--- src/rtl/pipe_ctrl_pkg.sv ---
// rtl/pipe_ctrl_pkg.sv - shared stall encodings, FSM states and address constants for pipe_ctrl
// Stall bit order: [0]pc [1]if [2]id [3]ex [4]mem [5]wb.
package pipe_ctrl_pkg;

  localparam int          INST_ADDR_W = 32;
  localparam logic [31:0] ZERO_WORD   = 32'h0000_0000;

  localparam logic [5:0] STALL_NONE   = 6'b000000;
  localparam logic [5:0] STALL_ID     = 6'b000111;
  localparam logic [5:0] STALL_EX     = 6'b001111;
  localparam logic [5:0] STALL_MEM    = 6'b011111;
  localparam logic [5:0] STALL_REFILL = 6'b000011;

  typedef enum logic [1:0] {
    ST_RUN    = 2'd0,
    ST_FLUSH  = 2'd1,
    ST_REFILL = 2'd2
  } state_e;

  // The deepest requester freezes everything upstream of it, so it wins.
  function automatic logic [5:0] stall_prio(input logic id, input logic ex, input logic mem);
    logic [5:0] s;
    s = STALL_NONE;
    if (mem)     s = STALL_MEM;
    else if (ex) s = STALL_EX;
    else if (id) s = STALL_ID;
    return s;
  endfunction

endpackage

--- src/rtl/pipe_ctrl.sv ---
// rtl/pipe_ctrl.sv - pipeline stall merge, exception flush/redirect/refill sequencer, stall watchdog
// Exception to RUN takes 2 + REFILL_CYCLES cycles.
module pipe_ctrl
  import pipe_ctrl_pkg::*;
#(
  parameter logic [31:0] EXC_VECTOR    = 32'h0000_0020,
  parameter int          REFILL_CYCLES = 2,
  parameter int          STALL_TIMEOUT = 1023,
  parameter int          CNT_W         = 10
) (
  input  logic                   clk,
  input  logic                   rst,
  input  logic                   stallreq_id,
  input  logic                   stallreq_ex,
  input  logic                   stallreq_mem,
  input  logic                   excp_valid,
  input  logic                   excp_eret,
  input  logic [INST_ADDR_W-1:0] epc_i,
  output logic [5:0]             stall,
  output logic                   flush,
  output logic [INST_ADDR_W-1:0] new_pc,
  output logic                   busy,
  output logic                   stall_timeout
);

  localparam logic [CNT_W-1:0] REFILL_LAST = CNT_W'(REFILL_CYCLES);
  localparam logic [CNT_W-1:0] WD_MAX      = CNT_W'(STALL_TIMEOUT);

  state_e                 state_q, state_d;
  logic                   flush_q, flush_d;
  logic [INST_ADDR_W-1:0] new_pc_q, new_pc_d;
  logic [CNT_W-1:0]       refill_cnt_q, refill_cnt_d;
  logic [CNT_W-1:0]       wd_cnt_q, wd_cnt_d;
  logic                   timeout_q, timeout_d;

  always_comb begin
    state_d      = state_q;
    flush_d      = 1'b0;
    new_pc_d     = new_pc_q;
    refill_cnt_d = refill_cnt_q;
    wd_cnt_d     = wd_cnt_q;
    timeout_d    = timeout_q;
    stall        = STALL_NONE;

    case (state_q)
      ST_RUN: begin
        stall = stall_prio(stallreq_id, stallreq_ex, stallreq_mem);
        if (stall != STALL_NONE) begin
          if (wd_cnt_q != WD_MAX) wd_cnt_d = wd_cnt_q + 1'b1;
        end else begin
          wd_cnt_d = '0;
        end
        if (wd_cnt_d == WD_MAX) timeout_d = 1'b1;
        // The redirect also restarts the watchdog flag for the new instruction stream.
        if (excp_valid) begin
          state_d   = ST_FLUSH;
          flush_d   = 1'b1;
          new_pc_d  = excp_eret ? epc_i : EXC_VECTOR;
          timeout_d = 1'b0;
        end
      end
      ST_FLUSH: begin
        refill_cnt_d = '0;
        state_d      = (REFILL_CYCLES > 0) ? ST_REFILL : ST_RUN;
      end
      ST_REFILL: begin
        stall        = STALL_REFILL;
        refill_cnt_d = refill_cnt_q + 1'b1;
        if (refill_cnt_d == REFILL_LAST) begin
          state_d      = ST_RUN;
          refill_cnt_d = '0;
        end
      end
      default: begin
        state_d = ST_RUN;
      end
    endcase
  end

  always_ff @(posedge clk or negedge rst) begin
    if (!rst) begin
      state_q      <= ST_RUN;
      flush_q      <= 1'b0;
      new_pc_q     <= ZERO_WORD;
      refill_cnt_q <= '0;
      wd_cnt_q     <= '0;
      timeout_q    <= 1'b0;
    end else begin
      state_q      <= state_d;
      flush_q      <= flush_d;
      new_pc_q     <= new_pc_d;
      refill_cnt_q <= refill_cnt_d;
      wd_cnt_q     <= wd_cnt_d;
      timeout_q    <= timeout_d;
    end
  end

  assign flush         = flush_q;
  assign new_pc        = new_pc_q;
  assign busy          = (state_q != ST_RUN);
  assign stall_timeout = timeout_q;

endmodule

--- config.mk ---
export PLATFORM = sky130hd
export DESIGN_NAME = pipe_ctrl
export DESIGN_NICKNAME = d
export VERILOG_FILES = /design/src/rtl/pipe_ctrl_pkg.sv /design/src/rtl/pipe_ctrl.sv
export SDC_FILE = /design/constraint.sdc
export NUM_CORES = 1
export LEC_CHECK = 0
export CORE_MARGIN = 2
export CORE_UTILIZATION = 38
export CTS_CLUSTER_SIZE = 24
export DETAILED_ROUTE_END_ITERATION = 6
export PLACE_DENSITY = 0.66
export SKIP_LAST_GASP = 1
export SLEW_MARGIN = 20
export SYNTH_ARGS = -nofsm -noshare
export SYNTH_HDL_FRONTEND = slang
export SYNTH_SLANG_ARGS = --single-unit
--- constraint.sdc ---
create_clock -name clk -period 3.1 [get_ports clk]
set_input_delay 0.465 -clock clk [delete_from_list [all_inputs] [get_ports clk]]
set_output_delay 0.465 -clock clk [all_outputs]
set_load 0.005 [all_outputs]
# ---- Word level (Yosys, flattened, before mapping)
# Index checks and enable logic that the tools add are counted.
dict set report totals {
  out_inout_bits 41
  input_bits 39
  wordCells 41
  register_bits 56
}
dict set report classes {
  muxes 18
  n_reduce_logical 8
  eq_ne 7
  n_addsub 2
}
# op n
set op_table {}
lappend op_table {{10-bit two-way mux} 4}
lappend op_table {{32-bit two-way mux} 1}
lappend op_table {{10-bit by 1-bit adder with 10-bit output, second input constant} 2}
lappend op_table {{10-bit one-hot mux with 2 select lines} 1}
lappend op_table {{6-bit one-hot mux with 2 select lines} 1}
lappend op_table {{10-bit == test, second input constant} 1}
lappend op_table {{10-bit by 2-bit == test with 1-bit output, second input constant} 1}
lappend op_table {{10-bit inequality test, second input constant} 1}
lappend op_table {{6-bit two-way mux} 1}
lappend op_table {{2-bit one-hot mux with 3 select lines} 1}
lappend op_table {{2-bit AND reduction} 3}
lappend op_table {{2-bit nonzero test} 3}
lappend op_table {{6-bit nonzero test} 1}
lappend op_table {{5-bit two-way mux} 1}
lappend op_table {{1-bit two-way mux} 4}
lappend op_table {{2-bit two-way mux} 2}
lappend op_table {{4-bit two-way mux} 1}
lappend op_table {{2-bit inequality test, second input constant} 2}
lappend op_table {{3-bit two-way mux} 1}
lappend op_table {{2-bit by 1-bit == test with 1-bit output, second input constant} 1}
lappend op_table {{2-bit == test, second input constant} 1}
lappend op_table {{2-bit logical NOT} 1}

# ---- Depth between registers and ports, before layout
# Gate-level depths: netlist of run 1.
dict set report logic_depth {
  ltp_word 10
  depth_mapped 8
  mapped_depth_nobuf 6
}

# ---- Least setup slack after synthesis of run 1
# No wires, ideal clock.
dict set report synth_timing {
  kind {register to register}
  startpoint {register refill_cnt_q[0]}
  endpoint {register state_q[1]}
  required_ps 2975
  slack_ps 1055
  synth_period_minus_slack_ps 2045
  arrival_ps 1920
  n_path_buf 0
  stages_incl_launch_ff 7
  path_cell_list {dfrtp_1 > ha_1 > and3_1 > nor4_1 > o311ai_2 > a221o_1 > mux2_4}
}
dict set report synth_via {
  elab_chain_cells 4
}
# item line
set synth_rtl {}
lappend synth_rtl {{from (decl)} pipe_ctrl.sv:32} ;# logic [CNT_W-1:0] refill_cnt_q, refill_cnt_d;
lappend synth_rtl {{from (signal assigned)} pipe_ctrl.sv:92} ;# refill_cnt_q <= refill_cnt_d;
lappend synth_rtl {{10-bit by 1-bit adder with 10-bit output} pipe_ctrl.sv:68} ;# refill_cnt_d = refill_cnt_q + 1'b1;
lappend synth_rtl {{10-bit by 2-bit == test with 1-bit output} pipe_ctrl.sv:69} ;# if (refill_cnt_d == REFILL_LAST) begin
lappend synth_rtl {{2-bit inequality test (no line)} --}
lappend synth_rtl {{2-bit AND reduction (no line)} --}
lappend synth_rtl {{to (signal assigned)} pipe_ctrl.sv:89} ;# state_q <= state_d;
lappend synth_rtl {{to (decl)} pipe_ctrl.sv:29} ;# state_e state_q, state_d;
# Every way passes these cells.
# A chain may end at the register's enable or synchronous reset.

# ---- Worst setup path after layout of run 1
dict set report layout_timing {
  startpoint {register state_q[0]}
  endpoint {output stall[1]}
}
dict set report layout_via {
  elab_chain_cells 2
  word_cells_on_any_way 3
  classes_between {1 x eq/ne; 1 x mux; 1 x reduce/logical}
}
# item line
set layout_rtl {}
lappend layout_rtl {{2-bit == test or 2-bit logical NOT (tied branches)} pipe_ctrl.sv:45} ;# case (state_q)
lappend layout_rtl {{6-bit one-hot mux with 2 select lines *} pipe_ctrl.sv:45}
lappend layout_rtl {{to (decl)} pipe_ctrl.sv:19} ;# output logic [5:0] stall,
# Every way passes the cells marked *; elsewhere a longest branch is shown, timed or not.

==> flow_metrics.py, run 1 <==
metrics = {
    "outcome": {
        "status": "completed",
    },
    "grt": {
        "grt-ovfl-total": 0,
        "grt_pass1_vias": 2481,
        "grt_pass1_wl_um": 12000,
        "antenna_found_initial": 0,
        "track_usage_pct": 17.6,
        "grt_max_degree": 40,
    },
    "floorplanning": {
        "initial_core_util_pct": 39.7,
        "die-area_mm2": 0.00837,
        "dieWidth_um": 91.5,
        "core-area_mm2": 0.00733,
        "fp.dieH_um": 91.5,
        "rows": 31,
        "io_pins": 80,
    },
    "worst_setup_path": {
        "startpoint": "state_q[0]",
        "critPathCapture": "stall[1]",
        "critPathLaunchType": "flop",
        "r2r-end": "new_pc[9]",
        "critical_path_class": "reg2out",
        "crit_arrival_ns": 2.29,
        "r2r_start": "state_q[0]",
        "reg2reg_depth": 6,
        "path_max_fanout": 18,
        "critPathRequiredTime_ns": 2.63,
        "rrSetupSlack_ns": 0.77,
        "critical_path.endpoint_type": "output port",
    },
    "clock_tree": {
        "cts_hold_buf": 0,
        "clk_latency_ns": 0.32,
        "cts_buffer_depth": 2,
        "cts_made_buffers": 5,
        "cts.sinks": 56,
        "cts_resized": 0,
        "cts_tree": "done",
        "h-tree-depth": 2,
        "cts_root_buf": "clkbuf_8",
        "post_cts_buffers": 0,
        "cts.clk_slew.worst_paths_ns": 0.11,
    },
    "placement": {
        "portBuffers": 78,
        "gp_congestion": 0.851,
        "place_area_mm2": 0.00371,
        "post-place-ws_ns": 0.474,
        "dp_hpwl_um": 4950,
        "dp_cells": 490,
    },
    "yosys": {
        "synthTopCellsByArea": "dfrtp_1, nand2_1, nand3_1",
        "synth.avg_cell_area_um2": 8.71,
        "async_flop_share_pct": 100,
        "syn_nets": 379,
        "syn_inst": 334,
        "ys.warnings.count": 0,
        "synth_area_mm2": 0.00291,
        "seq_area_frac_synth_pct": 48.2,
        "synth_ff_type": "dfrtp_1",
        "ys_ff_latch": 56,
        "synth_cell_types": 52,
        "synth_edf_count": 0,
        "synth_top_area_cell": "dfrtp_1",
        "synth_top_area_share_pct": 48.2,
    },
    "detailed_routing": {
        "drtPass1Iterations": 4,
        "wl_per_cell_um": 14.3,
        "vias": 2610,
        "routed_wl_um": 7130,
        "ant_nets": 0,
        "drtIter0Drc": 155,
        "routed_via_density": 5.24,
        "drcViolationCount": 0,
    },
    "worst_hold_path": {
        "holdCritPathClass": "in2async",
    },
    "power_and_ir_drop": {
        "p_leak_uw": 0.00172,
        "ir_drop_mv": 0.414,
        "powerDensity_mw_per_mm2": 774,
        "power_uw": 2940,
    },
    "timing": {
        "tns_ns": 0,
        "clock-skew-final_ns": 0.0160,
        "finalCriticalPeriod_ns": 2.75,
        "rsz0062_at_grt": "no",
        "finalHoldViolCount": 0,
        "maxSlewHeadroom_pct": 38.1,
        "timing.final.crit_share_pct": 88.8,
        "setup_ws_ns": 0.348,
        "maxSlewViolCount": 0,
        "worst_pin_slew_ns": 0.923,
        "setup_viol": 0,
        "fmax_mhz": 363,
    },
    "layout": {
        "diodes": 0,
        "final_nets": 443,
        "final_common_cell": "nand2_1",
        "final_cell_mix": "nand2_1, clkdlybuf4s50_1, dfrtp_1, nand3_1, nor2_1",
        "layoutNonFillerInstCount": 498,
        "drive_gt1_share_pct": 4.01,
        "syn2layout_area_growth_pct": 30.5,
        "final_cell_area_mm2": 0.00379,
    },
    "job": {
        "drv_cap": 0,
    },
}
[worst min path at each step]
stage,from,endpoint,slack [ns]
3_5_place_dp,rst,wd_cnt_q[3],0.44
4_1_cts,rst,refill_cnt_q[8],0.09
3_3_place_gp,rst,wd_cnt_q[5],0.43
6_report,rst,new_pc[8],0.08
2_1_floorplan,rst,flush,0.17
5_1_grt,rst,refill_cnt_q[8],0.10
[Yosys cell counts, types with 4 or more instances]
cell type  count
nand2_1       84
dfrtp_1       56
nand3_1       41
clkbuf_1      14
nor2_1        14
o21ai_0       13
a21oi_1       12
inv_1         10
a31oi_1        6
ha_1           6
a22o_1         5
nor3_1         5
and3_1         4
nand4_1        4
[per-stage QoR]
stage | hold WS, ns | util [%]
finish | 0.0784 | 51.8
global route | 0.102 | 51.8
CTS | 0.0928 | 51.8
detailed placement | 0.441 | 50.6
global placement | 0.428 | 50.6
floorplan | 0.169 | -
[kinds of logic (layout without fill, tap and decap cells)]
| logic type | Yosys count | in the layout | synth area share [%] |
|---|---|---|---|
| mux | 4 | 4 | 1.59 |
| fa+ha+maj | 6 | 6 | 2.58 |
| other cells | 1 | 1 | 0.129 |
| buf+inv | 35 | 100 | 5.63 |
| simple gates | 168 | 168 | 26.4 |
| flops | 56 | 56 | 48.2 |
| compound gates | 64 | 64 | 15.5 |
[worst max-delay path, stage by stage (launching register included)]
cell and delay [ns]:
dfrtp_1 0.41, inv_1 0.11, ha_1 0.54, nand2_1 0.23, nand2_1 0.16, clkdlybuf4s50_1 0.51
[per-layer routing]
layer | wire (um) | global-route usage, % | share of wire (%)
met4 | 97 | 5.68 | 1.4
met2 | 3100 | 25.4 | 44
met5 | 0 | 0 | 0
met3 | 648 | 6.80 | 9.1
met1 | 3280 | 24.2 | 46
[cell type report]
| type | instances | area (um2) |
|---|---|---|
| timing repair buffer | 81 | 798 |
| clock inverter | 2 | 13.8 |
| sequential | 56 | 1400 |
| clock buffer | 6 | 72.6 |
| tap | 99 | 124 |
| fill | 700 | 3540 |
| multi-input combinational | 243 | 1340 |
| inverter | 11 | 41.3 |
[state kept, by name (all words and copies together), names as in the netlist]
signal	flops
refill_cnt_q	10
new_pc	32
flush	1
stall_timeout	1
state_q	2
wd_cnt_q	10
[where the power goes]
group | internal, uW | switching, uW
logic | 689 | 632
clock network | 162 | 249
registers | 995 | 211
Note: power is estimated with default switching activity, not from simulation.
==> inputs of run 2 (changes only) <==
--- a/config.mk
+++ b/config.mk
@@ -5,9 +5,10 @@
 export SDC_FILE = /design/constraint.sdc
 export NUM_CORES = 1
 export LEC_CHECK = 0
+export CAP_MARGIN = 20
 export CORE_MARGIN = 2
 export CORE_UTILIZATION = 38
-export CTS_CLUSTER_SIZE = 24
+export CTS_CLUSTER_SIZE = 16
 export DETAILED_ROUTE_END_ITERATION = 6
 export PLACE_DENSITY = 0.66
 export SKIP_LAST_GASP = 1
==> results of run 2 <==
No change in the layout: final DEF, timing and power equal those of run 1.
==> inputs of run 3 (changes only) <==
--- a/config.mk
+++ b/config.mk
@@ -6,7 +6,7 @@
 export NUM_CORES = 1
 export LEC_CHECK = 0
 export CAP_MARGIN = 20
-export CORE_MARGIN = 2
+export CORE_MARGIN = 1.5
 export CORE_UTILIZATION = 38
 export CTS_CLUSTER_SIZE = 16
 export DETAILED_ROUTE_END_ITERATION = 6
==> run 3 against run 2 <==
Non-clock buffer count rose by 1. Total power grew 0.31%. Critical endpoint is now stall[3]. Global-route usage grew 0.99 points. First-iteration DRC count rose by 51%. Sequential share of layout area is 0.15 points lower. Final cell count up 0.20%. Setup slack lost 0.029 ns. Largest power group unchanged. Clock power rose by 2%. Design area up 0.40%. Clock skew fell by 0.0079 ns. Die area shrank 2.2%.
==> flow_metrics.py, run 3 (same netlist as run 1, synthesis figures left out) <==
metrics = {
    "clock_tree": {
        "cts_made_buffers": 5,
        "post_cts_buffers": 0,
        "cts.sinks": 56,
        "clk_latency_ns": 0.31,
        "cts_hold_buf": 0,
        "cts_resized": 0,
        "cts.clk_slew.worst_paths_ns": 0.10,
        "cts_buffer_depth": 2,
        "h-tree-depth": 2,
        "cts_root_buf": "clkbuf_8",
        "cts_tree": "done",
    },
    "grt": {
        "grt_max_degree": 35,
        "grt-ovfl-total": 0,
        "antenna_found_initial": 0,
        "track_usage_pct": 18.6,
        "grt_pass1_wl_um": 12600,
        "grt_pass1_vias": 2651,
    },
    "layout": {
        "syn2layout_area_growth_pct": 31.0,
        "largest_register_ffs": 32,
        "final_common_cell": "nand2_1",
        "fillers": 677,
        "layoutNonFillerInstCount": 499,
        "final_nets": 444,
        "final_cell_mix": "nand2_1, clkdlybuf4s50_1, dfrtp_1, nand3_1, nor2_1",
        "final_cell_area_mm2": 0.00381,
        "drive_gt1_share_pct": 4.25,
        "diodes": 0,
    },
    "placement": {
        "post-place-ws_ns": 0.463,
        "dp_cells": 491,
        "dp_hpwl_um": 4980,
        "portBuffers": 78,
        "gp_congestion": 0.870,
        "place_area_mm2": 0.00372,
    },
    "timing": {
        "setup_viol": 0,
        "finalHoldViolCount": 0,
        "finalCriticalPeriod_ns": 2.78,
        "tns_ns": 0,
        "maxSlewViolCount": 0,
        "worst_pin_slew_ns": 0.913,
        "setup_ws_ns": 0.319,
        "maxSlewHeadroom_pct": 38.8,
        "timing.final.crit_share_pct": 89.7,
        "rsz0062_at_grt": "no",
        "clock-skew-final_ns": 0.00809,
        "fmax_mhz": 360,
    },
    "detailed_routing": {
        "wl_per_cell_um": 14.1,
        "routed_via_density": 5.28,
        "routed_wl_um": 7050,
        "drtIter0Drc": 234,
        "drcViolationCount": 0,
        "drtPass1Iterations": 5,
        "vias": 2635,
        "ant_nets": 0,
    },
    "worst_setup_path": {
        "crit_family": "buffers and inverters",
        "cp_slowest_cell": "ha_1",
        "critPathRequiredTime_ns": 2.63,
        "crit_arrival_ns": 2.32,
        "critical_path_class": "reg2out",
        "cp_common_cell": "inv_1",
        "reg2reg_depth": 6,
        "r2r-end": "new_pc[20]",
        "critPathLaunchType": "flop",
        "rrSetupSlack_ns": 0.79,
        "path_max_fanout": 18,
        "slowest_delay_ns": 0.56,
        "critical_path.endpoint_type": "output port",
        "r2r_start": "state_q[0]",
        "path_buf_inv": 3,
        "cp_cell_sequence": "inv_1 -> ha_1 -> inv_1 -> nor2_1 -> clkdlybuf4s50_1",
    },
    "worst_hold_path": {
        "holdCritPathClass": "in2async",
    },
    "floorplanning": {
        "core-area_mm2": 0.00733,
        "fp.dieH_um": 90.5,
        "rows": 31,
        "io_pins": 80,
        "dieWidth_um": 90.5,
        "initial_core_util_pct": 39.7,
        "die-area_mm2": 0.00819,
    },
    "power_and_ir_drop": {
        "p_leak_uw": 0.00172,
        "ir_drop_mv": 0.341,
        "powerDensity_mw_per_mm2": 774,
    },
    "job": {
        "drv_cap": 0,
    },
    "outcome": {
        "status": "completed",
    },
}
[run 3: metal layers]
metal	track usage [%]	vias to the layer above	share of wire (%)
met3	7.07	6	9.2
met4	5.29	0	0.92
li1	-	1300	-
met5	0	-	0
met1	24.0	1240	45
met2	28.9	89	45
[run 3: how the worst max path moves through the flow]
| stage | from | to | cells past startpoint |
|---|---|---|---|
| after floorplan | refill_cnt_q[0] | state_q[1] | 6 |
| after global placement | stallreq_mem | stall[1] | 5 |
| after detailed placement | stallreq_mem | stall[0] | 5 |
| after CTS | state_q[0] | stall[3] | 5 |
| after global routing | state_q[0] | stall[3] | 5 |
| final | state_q[0] | stall[3] | 5 |
[run 3: where the power goes]
| part | switching (uW) | leakage, uW | internal, uW | total, uW |
|---|---|---|---|---|
| clock network | 238 | 0.0000445 | 182 | 420 |
| registers | 203 | 0.000739 | 995 | 1200 |
| logic | 639 | 0.000937 | 690 | 1330 |
[run 3: layout make-up]
cell class	instances	area, um2	share of cell area, %
clock buffers	7	86.3	2.27
multi-input cells	243	1340	35.3
well taps	99	124	3.25
flip-flops and latches	56	1400	36.8
repair buffers	82	806	21.1
inverters	11	41.3	1.08
clock inverters	1	7.51	0.197
[run 3: metrics by stage]
stage / hold slack [ns] / power [uW] / utilization [%]
2_1_floorplan: 0.169 / 1800 / -
3_3_place_gp: 0.419 / 2520 / 50.7
3_5_place_dp: 0.423 / 2550 / 50.7
4_1_cts: 0.0789 / 2980 / 52.0
5_1_grt: 0.0853 / 3200 / 52.0
6_report: 0.0666 / 2950 / 52.0
